File: src/rtl/topk_select_pipe.sv
// Streaming top-K selector: each of K pipeline stages extracts the current extreme
// unmasked element (max or min per vector), records value and index, and masks it.
module topk_select_pipe #(
   parameter  int M  = 8,
   parameter  int N  = 8,
   parameter  int K  = 4,
   localparam int IW = $clog2(M)
) (
   input  logic            clk,
   input  logic            rst_n,
   input  logic            i_flush,
   input  logic            i_valid,
   output logic            o_ready,
   input  logic [M*N-1:0]  i_data,
   input  logic            i_mode,
   output logic            o_valid,
   input  logic            i_ready,
   output logic [K*N-1:0]  o_val,
   output logic [K*IW-1:0] o_idx
);

   logic            valid_q [K];
   logic            valid_d [K];
   logic            mode_q  [K];
   logic            mode_d  [K];
   logic [M*N-1:0]  data_q  [K];
   logic [M*N-1:0]  data_d  [K];
   logic [M-1:0]    mask_q  [K];
   logic [M-1:0]    mask_d  [K];
   logic [K*N-1:0]  val_q   [K];
   logic [K*N-1:0]  val_d   [K];
   logic [K*IW-1:0] idx_q   [K];
   logic [K*IW-1:0] idx_d   [K];

   logic            src_valid [K];
   logic            src_mode  [K];
   logic [M*N-1:0]  src_data  [K];
   logic [M-1:0]    src_mask  [K];
   logic [K*N-1:0]  src_val   [K];
   logic [K*IW-1:0] src_idx   [K];

   logic [IW-1:0]   win_idx [K];
   logic [N-1:0]    win_val [K];

   logic            en;

   // Ascending scan with strict compare, so on equal values the lowest index is kept.
   function automatic logic [IW-1:0] pick(input logic [M*N-1:0] d,
                                          input logic [M-1:0]   msk,
                                          input logic           mode);
      logic          found;
      logic [N-1:0]  best;
      logic [IW-1:0] bi;
      found = 1'b0;
      best  = '0;
      bi    = '0;
      for (int j = 0; j < M; j++) begin
         if (!msk[j]) begin
            if (!found || (mode ? (d[j*N +: N] < best) : (d[j*N +: N] > best))) begin
               found = 1'b1;
               best  = d[j*N +: N];
               bi    = IW'(j);
            end
         end
      end
      return bi;
   endfunction

   // The whole pipeline moves as one unit; only the output stage can stall it.
   assign en      = !valid_q[K-1] || i_ready;
   assign o_ready = en;

   always_comb begin
      src_valid[0] = i_valid;
      src_mode[0]  = i_mode;
      src_data[0]  = i_data;
      src_mask[0]  = '0;
      src_val[0]   = '0;
      src_idx[0]   = '0;
      for (int s = 1; s < K; s++) begin
         src_valid[s] = valid_q[s-1];
         src_mode[s]  = mode_q[s-1];
         src_data[s]  = data_q[s-1];
         src_mask[s]  = mask_q[s-1];
         src_val[s]   = val_q[s-1];
         src_idx[s]   = idx_q[s-1];
      end
   end

   always_comb begin
      for (int s = 0; s < K; s++) begin
         win_idx[s] = pick(src_data[s], src_mask[s], src_mode[s]);
         win_val[s] = src_data[s][win_idx[s]*N +: N];
      end
   end

   always_comb begin
      for (int s = 0; s < K; s++) begin
         valid_d[s] = valid_q[s];
         mode_d[s]  = mode_q[s];
         data_d[s]  = data_q[s];
         mask_d[s]  = mask_q[s];
         val_d[s]   = val_q[s];
         idx_d[s]   = idx_q[s];
         if (en) begin
            valid_d[s]                = src_valid[s];
            mode_d[s]                 = src_mode[s];
            data_d[s]                 = src_data[s];
            mask_d[s]                 = src_mask[s] | ({{(M-1){1'b0}}, 1'b1} << win_idx[s]);
            val_d[s]                  = src_val[s];
            val_d[s][s*N +: N]        = win_val[s];
            idx_d[s]                  = src_idx[s];
            idx_d[s][s*IW +: IW]      = win_idx[s];
         end
         // Flush wins over advance; data may keep stale contents behind cleared valids.
         if (i_flush) valid_d[s] = 1'b0;
      end
   end

   always_ff @(posedge clk or negedge rst_n) begin
      if (!rst_n) begin
         for (int s = 0; s < K; s++) begin
            valid_q[s] <= 1'b0;
            mode_q[s]  <= 1'b0;
            data_q[s]  <= '0;
            mask_q[s]  <= '0;
            val_q[s]   <= '0;
            idx_q[s]   <= '0;
         end
      end else begin
         for (int s = 0; s < K; s++) begin
            valid_q[s] <= valid_d[s];
            mode_q[s]  <= mode_d[s];
            data_q[s]  <= data_d[s];
            mask_q[s]  <= mask_d[s];
            val_q[s]   <= val_d[s];
            idx_q[s]   <= idx_d[s];
         end
      end
   end

   assign o_valid = valid_q[K-1];
   assign o_val   = val_q[K-1];
   assign o_idx   = idx_q[K-1];

endmodule
File: config.mk
export PLATFORM = sky130hd
export DESIGN_NAME = topk_select_pipe
export DESIGN_NICKNAME = d
export VERILOG_FILES = /design/src/rtl/topk_select_pipe.sv
export SDC_FILE = /design/constraint.sdc
export NUM_CORES = 1
export LEC_CHECK = 0
export ABC_AREA = 0
export CORE_MARGIN = 10
export CORE_UTILIZATION = 66
export CTS_BUF_LIST = sky130_fd_sc_hd__clkbuf_8 sky130_fd_sc_hd__clkbuf_16
export DETAILED_ROUTE_END_ITERATION = 12
export PLACE_DENSITY_LB_ADDON = 0.12
export SLEW_MARGIN = 20
export SYNTH_ARGS = -nofsm -noshare
export SYNTH_HDL_FRONTEND = slang
export SYNTH_SLANG_ARGS = --single-unit
File: constraint.sdc
create_clock -name clk -period 29.6 [get_ports clk]
set_input_delay 5.92 -clock clk [delete_from_list [all_inputs] [get_ports clk]]
set_output_delay 5.92 -clock clk [all_outputs]
set_load 0.01 [all_outputs]
==> tab_implementation.tex <==
\begin{tabular}{lr}
\hline
Metric & Value \\
\hline
\multicolumn{2}{l}{\textbf{Yosys}} \\
Warnings, synthesis & 0 \\
Area share of the largest cell type after synthesis & 35.9\% \\
Dominant register cell in the synthesized netlist & sky130\_fd\_sc\_hd\_\_dfrtp\_1 \\
Post-synthesis sequential area ratio & 35.9\% \\
Per-instance average area after synthesis & 8.21 um\^{}2 \\
Post-synth top area cell & sky130\_fd\_sc\_hd\_\_dfrtp\_1 \\
Post-synth net total & 3123 \\
Seq cells post-synth & 333 \\
Top post-synthesis cells by area & sky130\_fd\_sc\_hd\_\_dfrtp\_1 36\%, sky130\_fd\_sc\_hd\_\_nand2\_1 13\%, sky130\_fd\_sc\_hd\_\_ha\_1 12\% \\
Proportion of register bits with asynchronous set or reset after synthesis & 100\% \\
Synth cell types & 86 \\
Number of synthesized flops with an enable pin & 0 \\
Synthesized area & 0.0232 mm\^{}2 \\
Cell count after synthesis & 2829 \\
\multicolumn{2}{l}{\textbf{Worst setup path}} \\
Req. time, crit path & 30.04 ns \\
Endpoint of the lowest-slack register-to-register path & o\_val[30] \\
Kind of launch point of the worst setup path & primary input \\
Source of the worst register-to-register timing path & mask\_q[8] \\
Launching element of the worst setup path & i\_data[1] \\
Cell type with the highest occurrence count on the critical path & sky130\_fd\_sc\_hd\_\_o21a\_1 \\
Endpoint of the worst setup timing path & src\_val[65] \\
Flop2flop setup slack & 13.01 ns \\
Crit-path slowest cell & sky130\_fd\_sc\_hd\_\_nor2\_1 \\
Arrival time reported for the critical path endpoint & 21.69 ns \\
Peak fanout along the critical path & 28 \\
Count of cells along the worst register-to-register path & 59 \\
Nature of the critical path endpoint & flip-flop \\
Delay of the slowest critical-path stage & 0.88 ns \\
Type of the worst setup path & in -> reg \\
\multicolumn{2}{l}{\textbf{Detailed routing}} \\
Remaining antenna violation count after routing & 0 \\
Iteration-0 DRC count of the detailed router & 2564 \\
Remaining DRCs & 0 \\
DR vias & 22136 \\
Final routed wirelength across all metal layers & 75800 um \\
First-pass iteration count of the detailed router & 7 \\
DR WL/cell & 22.8 um \\
Routed vias/inst & 6.65 \\
\multicolumn{2}{l}{\textbf{Timing}} \\
Final Slew Violations & 0 \\
Fraction of the cycle the final worst path needs & 71.8\% \\
Final Skew & 0.0163 ns \\
Max Freq & 47.1 MHz \\
RSZ-0062 raised after global routing & false \\
Tightest slew margin relative to the limit & 26.7\% \\
Worst-margin pin slew & 1.10 ns \\
Post-layout minimum cycle time & 21.25 ns \\
Final setup TNS & 0 ns \\
Total setup violations reported at the end of the flow & 0 \\
Final hold viol count & 0 \\
\multicolumn{2}{l}{\textbf{Die}} \\
Width of the die & 208 um \\
I/O pin count & 116 \\
Die area & 0.0431 mm\^{}2 \\
Initial core utilization & 67.1\% \\
Core Area & 0.0346 mm\^{}2 \\
Die Height & 208 um \\
Site Rows & 68 \\
\multicolumn{2}{l}{\textbf{Cells and area}} \\
Area taken by multi-input logic gates & 0.0137 mm\^{}2 \\
Fraction of layout instances using a drive strength above 1 & 6.16\% \\
Filler cell count in the final layout & 2556 \\
Final design instance area without fill & 0.0258 mm\^{}2 \\
Antenna diode count & 0 \\
Final Non-Filler Cells & 3328 \\
Area growth, synth to finish & 11.0\% \\
Final \#Nets & 3138 \\
Area used by sequential logic in the layout & 0.00833 mm\^{}2 \\
\multicolumn{2}{l}{\textbf{GRT}} \\
Pin count of the biggest net entering global routing & 187 \\
First-pass GRT wire length & 119000 um \\
Overall global routing resource usage & 34.1\% \\
Via count of the first global-routing pass & 21962 \\
Initial antenna violation count & 0 \\
Grt total ovfl & 0 \\
\multicolumn{2}{l}{\textbf{Power and ir drop}} \\
Total power density per cell area & 121 mW/mm\^{}2 \\
Final Power & 0.00311 W \\
Standby leakage power & 12.2 nW \\
IR Drop Worst-Case VDD & 0.195 mV \\
\multicolumn{2}{l}{\textbf{Placed design}} \\
Routability congestion estimate from global placement & 0.999 \\
Placed cells & 3259 \\
Half-perimeter wire length after placement & 56000 um \\
Count of port buffers added during placement & 115 \\
Placed cell area & 0.0244 mm\^{}2 \\
\multicolumn{2}{l}{\textbf{Run}} \\
Max-Cap Viols & 0 \\
\multicolumn{2}{l}{\textbf{Clock tree}} \\
Clock Sink Count & 333 \\
CTS Root Buffer Type & sky130\_fd\_sc\_hd\_\_clkbuf\_16 \\
Clock insertion delay at the later pin of the skew report & 0.57 ns \\
Clock slew at the register clock pins of the worst setup and hold paths & 0.07 ns \\
Setup Buffers After CTS & 0 \\
Depth of the CTS H-tree & 2 \\
Post-CTS Resized & 0 \\
Number of clock buffers inserted by TritonCTS & 37 \\
Clock Tree Buf Depth & 3 \\
TritonCTS clock tree & yes \\
Hold buffers post-CTS & 0 \\
\multicolumn{2}{l}{\textbf{Worst hold path}} \\
Cell depth of the worst hold path & 2 \\
Worst Hold Class & reg -> reg \\
\multicolumn{2}{l}{\textbf{Outcome}} \\
Result of the run & finished clean \\
\hline
\end{tabular}
where the power goes:
part / switching, W / leakage, nW / internal, W
registers: 0.0000997 / 3.87 / 0.000567
clock network: 0.000204 / 0.676 / 0.000306
logic: 0.00116 / 7.70 / 0.000772
total: 0.00147 / 12.2 / 0.00164
sequential cells by signal, indices dropped and copies added, names as in the netlist:
signal,count
data_q,192
idx_q,18
mask_q,24
mode_q,3
o_idx,12
o_val,32
o_valid,1
src_val,48
src_valid,3
kinds of logic (layout without fill, tap and decap cells):
kind of cell	count (synthesis)	after routing	synth area share [%]
simple gates	1134	1134	20.6
compound gates	742	742	21.2
flops	333	333	35.9
buf+inv	287	331	5.20
fa+ha+maj	224	224	12.1
mux	109	109	4.98
layer usage:
metal,track usage (%),wire length [um],part of all wire (%)
met5,0,0,0
met1,39.7,27900,37
met4,24.1,5960,7.9
met2,56.4,35800,47
met3,5.73,6180,8.1
cell type report:
cell class                      instances  area share, %
Clock buffer                           40           3.84
Clock inverter                         28           1.35
Inverter                              123           1.82
Multi-Input combinational cell       2209           53.2
Sequential cell                       333           32.3
Tap cell                              455           2.21
Timing Repair Buffer                  140           5.29
cell usage after synthesis, types with 13 or more instances:
| cell | n |
|---|---|
| sky130_fd_sc_hd__nand2_1 | 795 |
| sky130_fd_sc_hd__dfrtp_1 | 333 |
| sky130_fd_sc_hd__ha_1 | 224 |
| sky130_fd_sc_hd__a21oi_1 | 181 |
| sky130_fd_sc_hd__o21ai_0 | 170 |
| sky130_fd_sc_hd__nor2_1 | 131 |
| sky130_fd_sc_hd__inv_1 | 119 |
| sky130_fd_sc_hd__clkbuf_1 | 111 |
| sky130_fd_sc_hd__mux2i_1 | 58 |
| sky130_fd_sc_hd__a211oi_1 | 55 |
| sky130_fd_sc_hd__a21o_1 | 51 |
| sky130_fd_sc_hd__nand4_1 | 48 |
| sky130_fd_sc_hd__mux2_2 | 47 |
| sky130_fd_sc_hd__o211ai_1 | 35 |
| sky130_fd_sc_hd__a221o_1 | 34 |
| sky130_fd_sc_hd__o22ai_1 | 30 |
| sky130_fd_sc_hd__o21a_1 | 27 |
| sky130_fd_sc_hd__nor2b_1 | 25 |
| sky130_fd_sc_hd__a31oi_1 | 23 |
| sky130_fd_sc_hd__nor3_1 | 22 |
| sky130_fd_sc_hd__nand3_1 | 20 |
| sky130_fd_sc_hd__buf_2 | 18 |
| sky130_fd_sc_hd__and2_1 | 17 |
| sky130_fd_sc_hd__buf_4 | 17 |
| sky130_fd_sc_hd__o21bai_1 | 15 |
| sky130_fd_sc_hd__a311oi_1 | 13 |
placed cells by master, fill, tap and decap left out, types with 6 or more instances in the layout:
cell | synthesis | routed
sky130_fd_sc_hd__o31a_1 | 9 | 9
sky130_fd_sc_hd__or3_1 | 9 | 9
sky130_fd_sc_hd__and4_1 | 6 | 6
sky130_fd_sc_hd__a211oi_1 | 55 | 55
sky130_fd_sc_hd__o211ai_1 | 35 | 35
sky130_fd_sc_hd__and2_1 | 17 | 18
sky130_fd_sc_hd__nor3_1 | 22 | 22
sky130_fd_sc_hd__nand3_1 | 20 | 20
sky130_fd_sc_hd__mux2_2 | 47 | 47
sky130_fd_sc_hd__mux2i_1 | 58 | 58
sky130_fd_sc_hd__and3_1 | 12 | 12
sky130_fd_sc_hd__or4_1 | 8 | 8
sky130_fd_sc_hd__o21a_1 | 27 | 27
sky130_fd_sc_hd__a21o_1 | 51 | 51
sky130_fd_sc_hd__clkbuf_16 | 0 | 39
sky130_fd_sc_hd__bufinv_16 | 0 | 7
sky130_fd_sc_hd__nand4_1 | 48 | 48
sky130_fd_sc_hd__inv_1 | 119 | 124
sky130_fd_sc_hd__o21bai_1 | 15 | 15
sky130_fd_sc_hd__a22oi_1 | 7 | 7
sky130_fd_sc_hd__nor2b_1 | 25 | 24
sky130_fd_sc_hd__o22ai_1 | 30 | 30
sky130_fd_sc_hd__a31oi_1 | 23 | 22
sky130_fd_sc_hd__a311oi_1 | 13 | 13
sky130_fd_sc_hd__buf_4 | 17 | 22
sky130_fd_sc_hd__and4b_1 | 6 | 6
sky130_fd_sc_hd__nand2_1 | 795 | 795
sky130_fd_sc_hd__clkdlybuf4s50_1 | 0 | 114
sky130_fd_sc_hd__a211o_1 | 10 | 10
sky130_fd_sc_hd__ha_1 | 224 | 224
sky130_fd_sc_hd__a21oi_1 | 181 | 181
sky130_fd_sc_hd__o221ai_1 | 7 | 7
sky130_fd_sc_hd__or2_2 | 11 | 11
sky130_fd_sc_hd__dfrtp_1 | 333 | 333
sky130_fd_sc_hd__nor2_1 | 131 | 131
sky130_fd_sc_hd__a221oi_1 | 8 | 8
sky130_fd_sc_hd__a221o_1 | 34 | 34
sky130_fd_sc_hd__o21ai_0 | 170 | 170
how the worst min path moves through the flow:
stage	endpoint	startpoint	slack, ns
2_1_floorplan	idx_q[12]	idx_q[12]	0.44
3_3_place_gp	o_val[0]	o_val[0]	0.45
3_5_place_dp	o_val[13]	o_val[13]	0.46
4_1_cts	src_val[13]	src_val[13]	0.47
5_1_grt	src_val[13]	src_val[13]	0.49
6_report	idx_q[13]	idx_q[13]	0.47
worst max-delay path, delay by kind of cell:
family | cells | cell delay [ns]
AO/OA/AOI/OAI | 36 | 6.84
adder cells (fa/ha/maj) | 7 | 1.97
buffers and inverters | 3 | 0.88
multiplexers | 2 | 1.01
AND/OR/NAND/NOR | 18 | 5.06
metrics by stage:
| stage | utilization [%] | hold slack, ns | worst slack (ns) |
|---|---|---|---|
| after floorplan | - | 0.439 | 10.91 |
| after global placement | 70.6 | 0.451 | 8.66 |
| after detailed placement | 70.6 | 0.455 | 8.11 |
| after CTS | 74.4 | 0.470 | 8.66 |
| after global routing | 74.5 | 0.489 | 7.09 |
| final | 74.5 | 0.468 | 8.35 |
Note: power is estimated with default switching activity, not from simulation.
==> RTL change, RTL diff (config.mk and constraints unchanged) <==
The parameter `M` goes from 8 to 4.
--- a/src/rtl/topk_select_pipe.sv
+++ b/src/rtl/topk_select_pipe.sv
@@ -2,5 +2,5 @@
 // unmasked element (max or min per vector), records value and index, and masks it.
 module topk_select_pipe #(
-   parameter  int M  = 8,
+   parameter  int M  = 4,
    parameter  int N  = 8,
    parameter  int K  = 4,
Interface: changed (resized i_data and o_idx); port bits go from 116 to 80. No check against the original RTL was run, so the function may have changed too.
==> RTL change against the original RTL <==
Routed wire length is 56% lower; hold slack got worse by 4.1 ps; critical path depth down 62; total power decreased by 60%; synthesized area is 46% lower; clock skew is 5.4 ps lower; final area fell by 46%; maximum frequency rose by 55%; worst setup slack gained 7500 ps; die area fell by 42%; combinational power is 74% lower; sequential cell count down 118; synthesized cell count fell by 50%.
==> RTL change: results (changes against the original RTL) <==
================================================================================
Sequential element share of the synthesized area ..................        43.1%   +7.2 points
Number of antenna violations at the first check in global routing .            0   unchanged
Synth Area in Compound Gates ......................................        18.1%   -3.1 points
Met2 Use GR .......................................................        40.7%   -16 points
Leakage power .....................................................      6.60 nW   -46%
Max rail drop VDD .................................................    0.0581 mV   -70%
Mean Syn Cell Area ................................................    8.88 um^2   +8.1%
Wire length after detailed routing ................................    33,300 um   -56%
Top-area cell type share of the netlist area ......................        43.1%   +7.2 points
HP Start ..........................................................     o_val[9]
Crit Reg-Reg Endpoint .............................................  src_val[18]
Met3 demand-to-capacity share in global routing ...................        4.34%   -1.4 points
Initial drt markers ...............................................        1,057   -59%
Share of the clock period used by the worst path after layout .....        46.4%   -25 points
Most common library cells after synthesis ......................... nand2_1, dfrtp_1, ha_1, o21ai_0, a21oi_1
Main area contributors after synthesis ............................ dfrtp_1, nand2_1, ha_1
End point of the most critical hold path ..........................     o_val[9]
Total of buffers placed on input and output ports .................           79   -31%
Layout cells sized above 1 ........................................        6.05%   -0.11 points
Data arrival at the endpoint of the critical path .................      7810 ps   -13,880 ps
Total placed instance area ........................................  0.0132 mm^2   -46%
Clock insertion delay at the later pin of the skew report .........       520 ps   -50 ps
Count of non-filler cells in the finished layout ..................        1,688   -49%
Crit path max fanout ..............................................          120   +330%
Launch point of the critical path .................................      i_ready
Maximum number of pins on one net before global-route repair ......          121   -35%
Portion of netlist area occupied by mux cells .....................        4.29%   -0.70 points
Worst clock skew ..................................................      10.9 ps   -5.43 ps
Number of H-tree branching levels .................................            1   -1
Status ............................................................ finished clean
Global-route wire length before repair ............................    53,200 um   -55%
Register-to-Register Path Depth ...................................           25   -58%
HPWL Detailed .....................................................    24,200 um   -57%
Last weighted congestion value of the routability-driven placer ...        0.939   -6.0%
Met1 usage in global routing ......................................        38.3%   -1.4 points
Yosys warns .......................................................            0   unchanged
================================================================================
## RTL change: cell types whose count changed in the layout (fill, tap and decap cells not counted), moves of 36 or more
cell,unedited run,this run
a211oi_1,55,4
a21o_1,51,15
a21oi_1,181,61
clkdlybuf4s50_1,114,78
dfrtp_1,333,215
ha_1,224,96
inv_1,124,58
nand2_1,795,415
nor2_1,131,46
o21ai_0,170,79
## RTL change: worst max-delay path by stage
stage,endpoint,cells after the start
floorplan,o_ready,4
global placement,o_ready,4
detailed placement,o_ready,4
CTS,o_ready,4
global route,o_ready,4
finish,o_ready,4
## RTL change: routing by layer
| layer | vias up | routed length, um |
|---|---|---|
| li1 | 4968 | - |
| met1 | 5079 | 14800 |
| met2 | 395 | 15000 |
| met3 | 64 | 2740 |
| met4 | 0 | 749 |
| met5 | - | 0 |
## RTL change: critical path: stages
cell and delay [ps]:
clkdlybuf4s50_1 500, nor2b_4 60, inv_6 550, clkdlybuf4s50_1 680
## RTL change: cell type report
class,instances,area (um^2)
repair buffers,86,847
multi-input cells,1054,6510
well taps,234,293
clock buffers,29,658
flip-flops and latches,215,5380
fillers,1398,4600
clock inverters,13,144
inverters,57,219
## RTL change: stage by stage
step | util, % | hold slack, ps
after global routing | 75.3 | 484
after global placement | 71.0 | 449
final | 75.3 | 464
after detailed placement | 71.0 | 455
after CTS | 75.3 | 469
after floorplan | - | 438
## RTL change: report_power, final
| group | total (mW) | leakage (nW) | internal, mW | switching, mW |
|---|---|---|---|---|
| clock | 0.301 | 0.407 | 0.183 | 0.118 |
| sequential | 0.438 | 2.50 | 0.371 | 0.0669 |
| combinational | 0.501 | 3.69 | 0.225 | 0.276 |
| total | 1.24 | 6.60 | 0.779 | 0.462 |
